`config.mk`:
```
export PLATFORM = sky130hd
export DESIGN_NAME = voice_mixer
export DESIGN_NICKNAME = d
export VERILOG_FILES = /design/src/rtl/mixer_pkg.sv /design/src/rtl/mixer_saturate.sv /design/src/rtl/voice_mixer.sv
export SDC_FILE = /design/constraint.sdc
export NUM_CORES = 1
export LEC_CHECK = 0
export ABC_AREA = 0
export ABC_CLOCK_PERIOD_IN_PS = 4350
export BUFFER_PORTS_ARGS = -buffer_cell sky130_fd_sc_hd__buf_2
export CORE_ASPECT_RATIO = 2
export CORE_MARGIN = 4
export CORE_UTILIZATION = 30
export DETAILED_ROUTE_END_ITERATION = 12
export PLACE_DENSITY = 0.51
export SLEW_MARGIN = 25
export SYNTH_ARGS = -nofsm -noshare
export SYNTH_HDL_FRONTEND = slang
export SYNTH_SLANG_ARGS = --single-unit
```
`constraint.sdc`:
```
create_clock -name clk -period 4.35 [get_ports clk]
set_clock_uncertainty 0.1 [all_clocks]
set_input_delay 0.87 -clock clk [delete_from_list [all_inputs] [get_ports clk]]
set_output_delay 0.87 -clock clk [all_outputs]
set_load 0.01 [all_outputs]
```
`src/rtl/mixer_pkg.sv`:
```
// Shared types and helpers for the voice mixer and downstream audio stages.
// Holds the FSM state encoding, accumulator sizing and the saturating truncation.
package mixer_pkg;

   typedef enum logic [1:0] {
      IDLE    = 2'd0,
      COLLECT = 2'd1,
      ACCUM   = 2'd2,
      OUT     = 2'd3
   } mix_state_t;

   // One guard bit beyond the worst-case sum of num_voices full-scale samples.
   function automatic int acc_width(input int num_voices, input int width);
      return width + $clog2(num_voices) + 1;
   endfunction

   // Returns {clip, value}; the low 'width' bits of value hold the saturated result.
   function automatic logic [64:0] sat_trunc(input logic signed [63:0] value, input int width);
      logic signed [63:0] max_v;
      logic signed [63:0] min_v;
      max_v = (64'sd1 <<< (width - 1)) - 64'sd1;
      min_v = -(64'sd1 <<< (width - 1));
      if (value > max_v) begin
         return {1'b1, max_v};
      end else if (value < min_v) begin
         return {1'b1, min_v};
      end else begin
         return {1'b0, value};
      end
   endfunction

endpackage

```
`src/rtl/mixer_saturate.sv`:
```
// Arithmetic right shift followed by saturation to a narrower two's complement width.
// Purely combinational so it can sit in front of an output register in any stage.
module mixer_saturate
   import mixer_pkg::*;
#(
   parameter int IN_W    = 19,
   parameter int OUT_W   = 16,
   parameter int SHIFT_W = 3
) (
   input  logic signed [IN_W-1:0]    i_value,
   input  logic        [SHIFT_W-1:0] i_shift,
   output logic        [OUT_W-1:0]   o_value,
   output logic                      o_clip
);

   logic signed [IN_W-1:0] w_scaled;
   logic signed [63:0]     w_ext;
   logic        [64:0]     w_res;
   logic                   w_unused;

   // Shift, widen and saturate.
   always_comb begin
      w_scaled = i_value >>> i_shift;
      w_ext    = {{(64 - IN_W){w_scaled[IN_W-1]}}, w_scaled};
      w_res    = sat_trunc(w_ext, OUT_W);
   end

   assign o_value  = w_res[OUT_W-1:0];
   assign o_clip   = w_res[64];
   assign w_unused = ^w_res[63:OUT_W];

endmodule

```
`src/rtl/voice_mixer.sv`:
```
// N-voice sample mixer: captures each voice on its ready pulse, waits for all enabled
// voices (or a timeout), accumulates serially and emits one saturated sample per frame.
module voice_mixer
   import mixer_pkg::*;
#(
   parameter int NUM_VOICES = 3,
   parameter int WIDTH      = 16,
   parameter int SHIFT_W    = 3,
   parameter int TIMEOUT    = 64
) (
   input  logic                          clk,
   input  logic                          reset,
   input  logic [NUM_VOICES*WIDTH-1:0]   voice_samples,
   input  logic [NUM_VOICES-1:0]         voice_ready,
   input  logic [NUM_VOICES-1:0]         voice_enable,
   input  logic [SHIFT_W-1:0]            shift,
   output logic [WIDTH-1:0]              sample_out,
   output logic                          new_sample_ready,
   output logic                          clip,
   output logic                          timeout
);

   localparam int ACC_W  = acc_width(NUM_VOICES, WIDTH);
   localparam int IDX_W  = (NUM_VOICES > 1) ? $clog2(NUM_VOICES) : 1;
   localparam int WAIT_W = $clog2(TIMEOUT + 1);
   localparam logic [IDX_W-1:0]      LAST_IDX  = IDX_W'(NUM_VOICES - 1);
   localparam logic [WAIT_W-1:0]     WAIT_LAST = WAIT_W'(TIMEOUT - 1);
   localparam logic [NUM_VOICES-1:0] NONE      = {NUM_VOICES{1'b0}};

   mix_state_t              r_state;
   logic signed [WIDTH-1:0] r_cap  [NUM_VOICES];
   logic signed [WIDTH-1:0] r_work [NUM_VOICES];
   logic [NUM_VOICES-1:0]   r_collected;
   logic [NUM_VOICES-1:0]   r_mask;
   logic                    r_timeout_flag;
   logic [WAIT_W-1:0]       r_wait_cnt;
   logic [IDX_W-1:0]        r_idx;
   logic signed [ACC_W-1:0] r_acc;
   logic [WIDTH-1:0]        r_sample_out;
   logic                    r_new_sample_ready;
   logic                    r_clip;
   logic                    r_timeout;

   logic [NUM_VOICES-1:0]   w_capture;
   logic                    w_done;
   logic                    w_snapshot;
   logic signed [WIDTH-1:0] w_sel;
   logic signed [ACC_W-1:0] w_term;
   logic signed [ACC_W-1:0] w_acc_next;
   logic [WIDTH-1:0]        w_sat_value;
   logic                    w_sat_clip;

   // Frame completion, snapshot decision and the next accumulator value.
   always_comb begin
      w_capture  = voice_ready & voice_enable;
      w_done     = &(r_collected | ~voice_enable);
      w_snapshot = (r_state == COLLECT) && (w_done || (r_wait_cnt == WAIT_LAST));
      w_sel      = r_work[r_idx];
      if (r_mask[r_idx]) begin
         w_term = {{(ACC_W - WIDTH){w_sel[WIDTH-1]}}, w_sel};
      end else begin
         w_term = {ACC_W{1'b0}};
      end
      w_acc_next = r_acc + w_term;
   end

   // The final ACCUM sum feeds the saturator so the result registers on entry to OUT.
   mixer_saturate #(
      .IN_W    (ACC_W),
      .OUT_W   (WIDTH),
      .SHIFT_W (SHIFT_W)
   ) u_saturate (
      .i_value (w_acc_next),
      .i_shift (shift),
      .o_value (w_sat_value),
      .o_clip  (w_sat_clip)
   );

   // Capture registers, frame FSM, serial accumulator and registered outputs.
   always_ff @(posedge clk) begin
      if (reset) begin
         r_state            <= IDLE;
         r_collected        <= NONE;
         r_mask             <= NONE;
         r_timeout_flag     <= 1'b0;
         r_wait_cnt         <= {WAIT_W{1'b0}};
         r_idx              <= {IDX_W{1'b0}};
         r_acc              <= {ACC_W{1'b0}};
         r_sample_out       <= {WIDTH{1'b0}};
         r_new_sample_ready <= 1'b0;
         r_clip             <= 1'b0;
         r_timeout          <= 1'b0;
         for (int i = 0; i < NUM_VOICES; i++) begin
            r_cap[i]  <= {WIDTH{1'b0}};
            r_work[i] <= {WIDTH{1'b0}};
         end
      end else begin
         for (int i = 0; i < NUM_VOICES; i++) begin
            if (w_capture[i]) begin
               r_cap[i] <= voice_samples[i*WIDTH +: WIDTH];
            end
         end
         // A ready landing in the snapshot cycle starts the next frame.
         r_collected        <= (w_snapshot ? NONE : r_collected) | w_capture;
         r_new_sample_ready <= 1'b0;
         r_clip             <= 1'b0;
         r_timeout          <= 1'b0;

         case (r_state)
            IDLE: begin
               if (r_collected != NONE) begin
                  r_state <= COLLECT;
               end
            end
            COLLECT: begin
               if (w_snapshot) begin
                  for (int i = 0; i < NUM_VOICES; i++) begin
                     r_work[i] <= r_cap[i];
                  end
                  r_mask         <= r_collected & voice_enable;
                  r_timeout_flag <= !w_done;
                  r_wait_cnt     <= {WAIT_W{1'b0}};
                  r_idx          <= {IDX_W{1'b0}};
                  r_acc          <= {ACC_W{1'b0}};
                  r_state        <= ACCUM;
               end else begin
                  r_wait_cnt <= r_wait_cnt + WAIT_W'(1);
               end
            end
            ACCUM: begin
               r_acc <= w_acc_next;
               if (r_idx == LAST_IDX) begin
                  r_sample_out       <= w_sat_value;
                  r_clip             <= w_sat_clip;
                  r_timeout          <= r_timeout_flag;
                  r_new_sample_ready <= 1'b1;
                  r_state            <= OUT;
               end else begin
                  r_idx <= r_idx + IDX_W'(1);
               end
            end
            OUT: begin
               r_state <= (r_collected != NONE) ? COLLECT : IDLE;
            end
            default: begin
               r_state <= IDLE;
            end
         endcase
      end
   end

   assign sample_out       = r_sample_out;
   assign new_sample_ready = r_new_sample_ready;
   assign clip             = r_clip;
   assign timeout          = r_timeout;

endmodule

```
# Word-level counts from Yosys, hierarchy flattened
# Memories as Yosys holds them, arrays and structs flattened. A register that Yosys moved wholly into a read port is not among the register bits.
# Index checks and enable logic that the tools add are counted.
# word_totals
regBits	56
ram_bits	96
input_bits	59
out_inout_bits	19
wordCells	97
n_memories	2
# classes
n_addsub	3
magnitude_cmp	3
eq_ne	9
n_shift	1
n_mux	41
bitwise_logic	13
reduce_logical	14
# memory_table
name	words	word_bits	rd	rd_clocked_by_memory_dff	wr	line	source
r_cap	3	16	3	0	3	voice_mixer.sv:31	logic signed [WIDTH-1:0] r_cap [NUM_VOICES];
r_work	3	16	1	1	3	voice_mixer.sv:32	logic signed [WIDTH-1:0] r_work [NUM_VOICES];
# op_table
op	count
two-way mux 65 bit	2
two-way mux 16 bit	6
two-way mux 19 bit	2
one-hot mux 19 bit (2 select lines)	1
adder 19 bit	1
> comparator 19 x 16 -> 1 bit, second input constant	1
< comparator 19 x 16 -> 1 bit, second input constant	1
>>> shifter 19 x 3 -> 19 bit	1
two-way mux 1 bit	18
two-way mux 2 bit	7
AND reduction 3 bit	3
inequality test 2 bit, second input constant	4
one-hot mux 2 bit (4 select lines)	1
adder 7 x 1 -> 7 bit, second input constant	1
equality test 7 x 6 -> 1 bit, second input constant	1
two-way mux 7 bit	1
AND 3 bit	2
equality test 2 bit, second input constant	3
bitwise OR 1 bit	6
bitwise OR 3 bit	2
AND reduction 2 bit	3
one-hot mux 2 bit (2 select lines)	1
< comparator 2 x 3 -> 1 bit, second input constant	1
two-way mux 3 bit	1
other kinds (13)	14

# Logic depth before layout (Yosys ltp)
# depth
ltp_word	10
ltp_mapped	18
ltp_nobuf	15

# Modules after synthesis
# A second synthesis with hierarchy kept.
# unflattened
hier_cells	791
area_unflattened_um2	8104.0
# modules_own_cells
module	n_inst	cells_each	area_per_inst_um2	seq_area_each_um2
voice_mixer	1	678	7235.7	4043.9
mixer_saturate	1	113	868.3	0.0

# Least setup slack after synthesis
# Ideal clock, no wire load.
# synth_timing
path_kind	flip-flop to flip-flop
from	reg with a tool-made name
to	reg r_sample_out[2] (netlist: sample_out[2])
setup_time_ps	143
t_arrival_ps	3759
required_time_ps	4107
slack_ps	349
stages_incl_launch_ff	19
n_path_buf	3
period_less_slack_ps	4001
cell_sequence	dfxtp_1 -> buf_4 -> buf_1 -> mux2i_1 -> nor2_1 -> a21oi_1 -> nor2_1 -> ha_1 -> inv_1 -> fa_1 -> nand2b_1 -> a21o_1 -> a21o_1 -> a21o_2 -> a211oi_4 -> o211ai_1 -> a31oi_4 -> buf_6 -> a211oi_1
# synth_rtl
element	line	source
end signal: assignment	voice_mixer.sv:89	r_sample_out <= {WIDTH{1'b0}};
end signal: assignment	voice_mixer.sv:133	r_sample_out <= w_sat_value;
end: declaration	voice_mixer.sv:39	logic [WIDTH-1:0] r_sample_out;

# Worst setup path in the final report
# layout_timing
from	reg r_idx[1]
to	reg r_sample_out[7] (netlist: sample_out[7])
# layout_between
elab_chain_len	8
elab_cells_between_ends	11
classes_between	1 x add/sub; 2 x order compare; 1 x eq/ne; 1 x shift; 5 x mux; 1 x reduce/logical
# layout_lines
element	line	source
start: declaration	voice_mixer.sv:37	logic [IDX_W-1:0] r_idx;
start signal: assignment	voice_mixer.sv:87	r_idx <= {IDX_W{1'b0}};
start signal: assignment	voice_mixer.sv:123	r_idx <= {IDX_W{1'b0}};
start signal: assignment	voice_mixer.sv:139	r_idx <= r_idx + IDX_W'(1);
binary-select mux 1 bit (select 2 bit)	voice_mixer.sv:59	if (r_mask[r_idx]) begin
two-way mux 1 bit (implied by the code)	voice_mixer.sv:59	
two-way mux 19 bit	voice_mixer.sv:59	
adder 19 bit	voice_mixer.sv:64	w_acc_next = r_acc + w_term;
>>> shifter 19 x 3 -> 19 bit	mixer_saturate.sv:23	w_scaled = i_value >>> i_shift;
< comparator 19 x 16 -> 1 bit	mixer_pkg.sv:25	end else if (value < min_v) begin
two-way mux 65 bit	mixer_pkg.sv:25	
two-way mux 65 bit	mixer_pkg.sv:23	if (value > max_v) begin
# Parallel ways exist; a longest one is shown, timed or not. The select of a mux whose other input is x is not followed.
# A chain may end at the register's enable or synchronous reset.

==> results by group <==
Clock network
  – H-tree Lvls: 4
  – TritonCTS Buffers: 17
  – Worst-Skew Late Latency: between 0.4 and 0.5 ns
  – CTS max path bufs: 2
  – Clock-pin slew on the worst setup and hold paths: approximately 0.070 ns
  – Clk root buf: clkbuf_16
  – Setup fix buffers added after clock tree synthesis: 0
  – Clock Sinks: 154
  – CTS tree: built

Timing
  – Final Hold Fails: 0
  – RSZ-0062 raised after global routing: false
  – Final-report max-slew violation count: 0
  – Tcrit/Tclk final: 91.4%
  – Slew HR: 35.2%
  – Slew of the pin with the lowest slew margin: 0.971 ns
  – Setup TNS: 0 ns
  – Count of final setup violators: 0
  – Minimum clock period: 3.98 ns
  – Max Clk Rate: 252 MHz

Critical path
  – FF-to-FF path depth: 13
  – Critical Path Fanout Max: 5
  – WS Path Type: flop to flop
  – Kind of start point of the critical path: flop
  – Worst setup EP type: flop
  – WP data required: about 4.6 ns
  – R2r setup slk: 0.37 ns
  – CP Data Arrival Time: 4.23 ns
  – Reg2reg end: sample_out[7]$_SDFFE_PP0P_
  – Critical Path Start: r_idx[1]$_SDFFE_PP0P_
  – Crit-path slowest cell: dfxtp_1
  – R2r startpoint: r_idx[1]$_SDFFE_PP0P_
  – Chain of cells forming the critical path: mux2i_1 > o21a_1 > buf_4 > nor2_1 > ha_1 > a21oi_1 > o211ai_2 > a211oi_1 > xnor2_1 > o221ai_1 > nor4_1 > o22ai_1 > a211oi_2
  – Slowest stage delay, CP: 0.41 ns

Yosys
  – Post-synthesis average cell area: 10.1 um2
  – Post-synth EDFFs: 96
  – Synth Flop Type: edfxtp_1
  – Synth async-reset ratio: 0%
  – Main area contributors after synthesis: edfxtp_1, dfxtp_1, and2_1
  – Post-Syn Area: 8410 um2
  – Synth area leader: edfxtp_1
  – Distinct cells, synth: 76
  – Net Count, Synth: about 910
  – Share of the yosys chip area belonging to registers: between 40% and 50%
  – FF+latch count, synth: 154
  – Synthesis warning total: 0
  – Count leader, synth: nor2_1
  – Synth top cells by count: nor2_1, and2_1, edfxtp_1
  – Mapped Cells: about 830
  – Synth top area share: approximately a third

Pwr
  – VDD IR-drop max: about 0.00023 V
  – Logic gate share of total power: 14.7%
  – Clock power frac: 38.6%
  – Total Power: 0.00369 W
  – Leak Pwr: 3.79 nW
  – Seq pwr share: 46.7%
  – Sw Ratio: 27.8%
  – Sw Pwr: 0.00102 W
  – PD cells: about 370 nW/um2
  – Internal power: 0.00266 W

Global route
  – GRT Residual Overflow: 0
  – Initial antenna violation count: 0
  – Pin count of the biggest net entering global routing: 53
  – First-pass GRT wire length: around 33 mm
  – Vias in the first global route: roughly 6400
  – Total track usage: 13.5%

Layout
  – Non-filler cells, final: 1278
  – Share of cells above drive strength 1: 20.8%
  – Layout overhead on the synthesized area: 18.3%
  – # diodes: 0
  – Utilization after layout: 36.0%
  – Post-layout net count: 998

Die
  – DIE HEIGHT: 245 um
  – Initial Util: 30.4%
  – Core area: 27700 um2
  – Row count: 86
  – IO Count: just under 80
  – Die W: 126 um
  – Die area: 30900 um2

Routing
  – Avg WL per Cell: around 16 um
  – Final ANT Viol Nets: 0
  – DRC violations left: 0
  – TritonRoute pass-1 iters: 5
  – Final wirelength: 20.6 mm
  – Via count: 6310
  – 1st-iter DRT viols: 227
  – Vias per std cell: 4.94

Place
  – Cell count after placement: 1246
  – Port-buffer cells: 77
  – GPL Wtd Cong: about 0.89
  – DP HPWL: 16.1 mm

Outcome
  – Status: complete, no violations

Hold path
  – Critical hold path startpoint: r_acc[4]$_SDFFE_PP0P_
  – Hold path endpoint: r_acc[4]$_SDFFE_PP0P_
  – Hold Path Class: flop to flop
  – Hold depth: 2

Run
  – Max Cap Violations: 0
[per-layer routing]
metal,track usage (%),wire length (um),part of all wire [%]
met5,0,0,0
met4,7.90,891,4.3
met3,2.66,667,3.2
met2,25.7,11600,56
met1,13.2,7480,36
[cells in the final DEF, fill, tap and decap left out, drive strengths merged, types with 22 or more instances in the layout]
cell type / instances
ha: 25
dfxtp: 58
edfxtp: 96
and2: 101
mux2i: 22
buf: 118
a211oi: 29
nand2: 50
a21oi: 60
nor2: 105
[logic make-up after synthesis]
family,synth area share (%)
and+or+nand+nor,19.7
AOI/OAI and AO/OA,18.9
DFF,48.1
buffers and inverters,3.45
muxes,4.00
adders and majority gates,3.96
xor gates and xnor gates,1.88
[state kept, by name (all words and copies together) (netlist names), named ones only]
signal and flops:
r_wait_cnt 7, r_timeout_flag 1, clip 1, r_collected 3, timeout 1, r_work 48, sample_out 16, r_state 2
r_cap 48, r_idx 2, r_mask 3, r_acc 19, new_sample_ready 1
[power by group through the flow]
stage	registers (W)	clock network, W	logic (W)
after floorplan	0.00174	0	0.000385
after global placement	0.00175	0	0.000549
after detailed placement	0.00175	0	0.000551
after CTS	0.00172	0.00147	0.000554
after global routing	0.00173	0.00153	0.000606
final	0.00172	0.00142	0.000543
[worst max-delay path: cells and delay by family, from the launching register on]
kind | cells | cell delay [ns]
compound gates | 7 | 1.78
xor+xnor | 1 | 0.36
fa+ha+maj | 1 | 0.37
buf+inv | 1 | 0.17
flops | 1 | 0.41
mux | 1 | 0.26
simple gates | 2 | 0.42
[worst max-delay path by stage]
stage | to | depth (start not counted)
floorplan | sample_out[2]$_SDFFE_PP0P_ | 18
global placement | sample_out[6]$_SDFFE_PP0P_ | 16
detailed placement | sample_out[6]$_SDFFE_PP0P_ | 13
CTS | sample_out[6]$_SDFFE_PP0P_ | 13
global route | sample_out[8]$_SDFFE_PP0P_ | 17
finish | sample_out[7]$_SDFFE_PP0P_ | 13
[through the flow]
stage	area, um2	hold WS (ns)	setup slack [ns]
floorplan	8410	0.330	0.349
global placement	9370	0.346	0.259
detailed placement	9370	0.351	0.166
CTS	9930	0.361	0.139
global route	9950	0.377	0.0533
finish	9950	0.359	0.375
[area by class of cell]
cell class | count | area [um2]
tap | 352 | 440
clock buffer | 17 | 425
sequential | 154 | 4040
clock inverter | 15 | 139
inverter | 14 | 52.6
timing repair buffer | 118 | 743
fill | 2853 | 17700
multi-input combinational | 608 | 4100
[what timing repair did]
action	in CTS	in global routing
resized for setup	0	4
hold buffers	0	0
hold endpoints to repair	0	0
endpoints found under the setup margin	0	13
(Power assumes the default switching activity.)
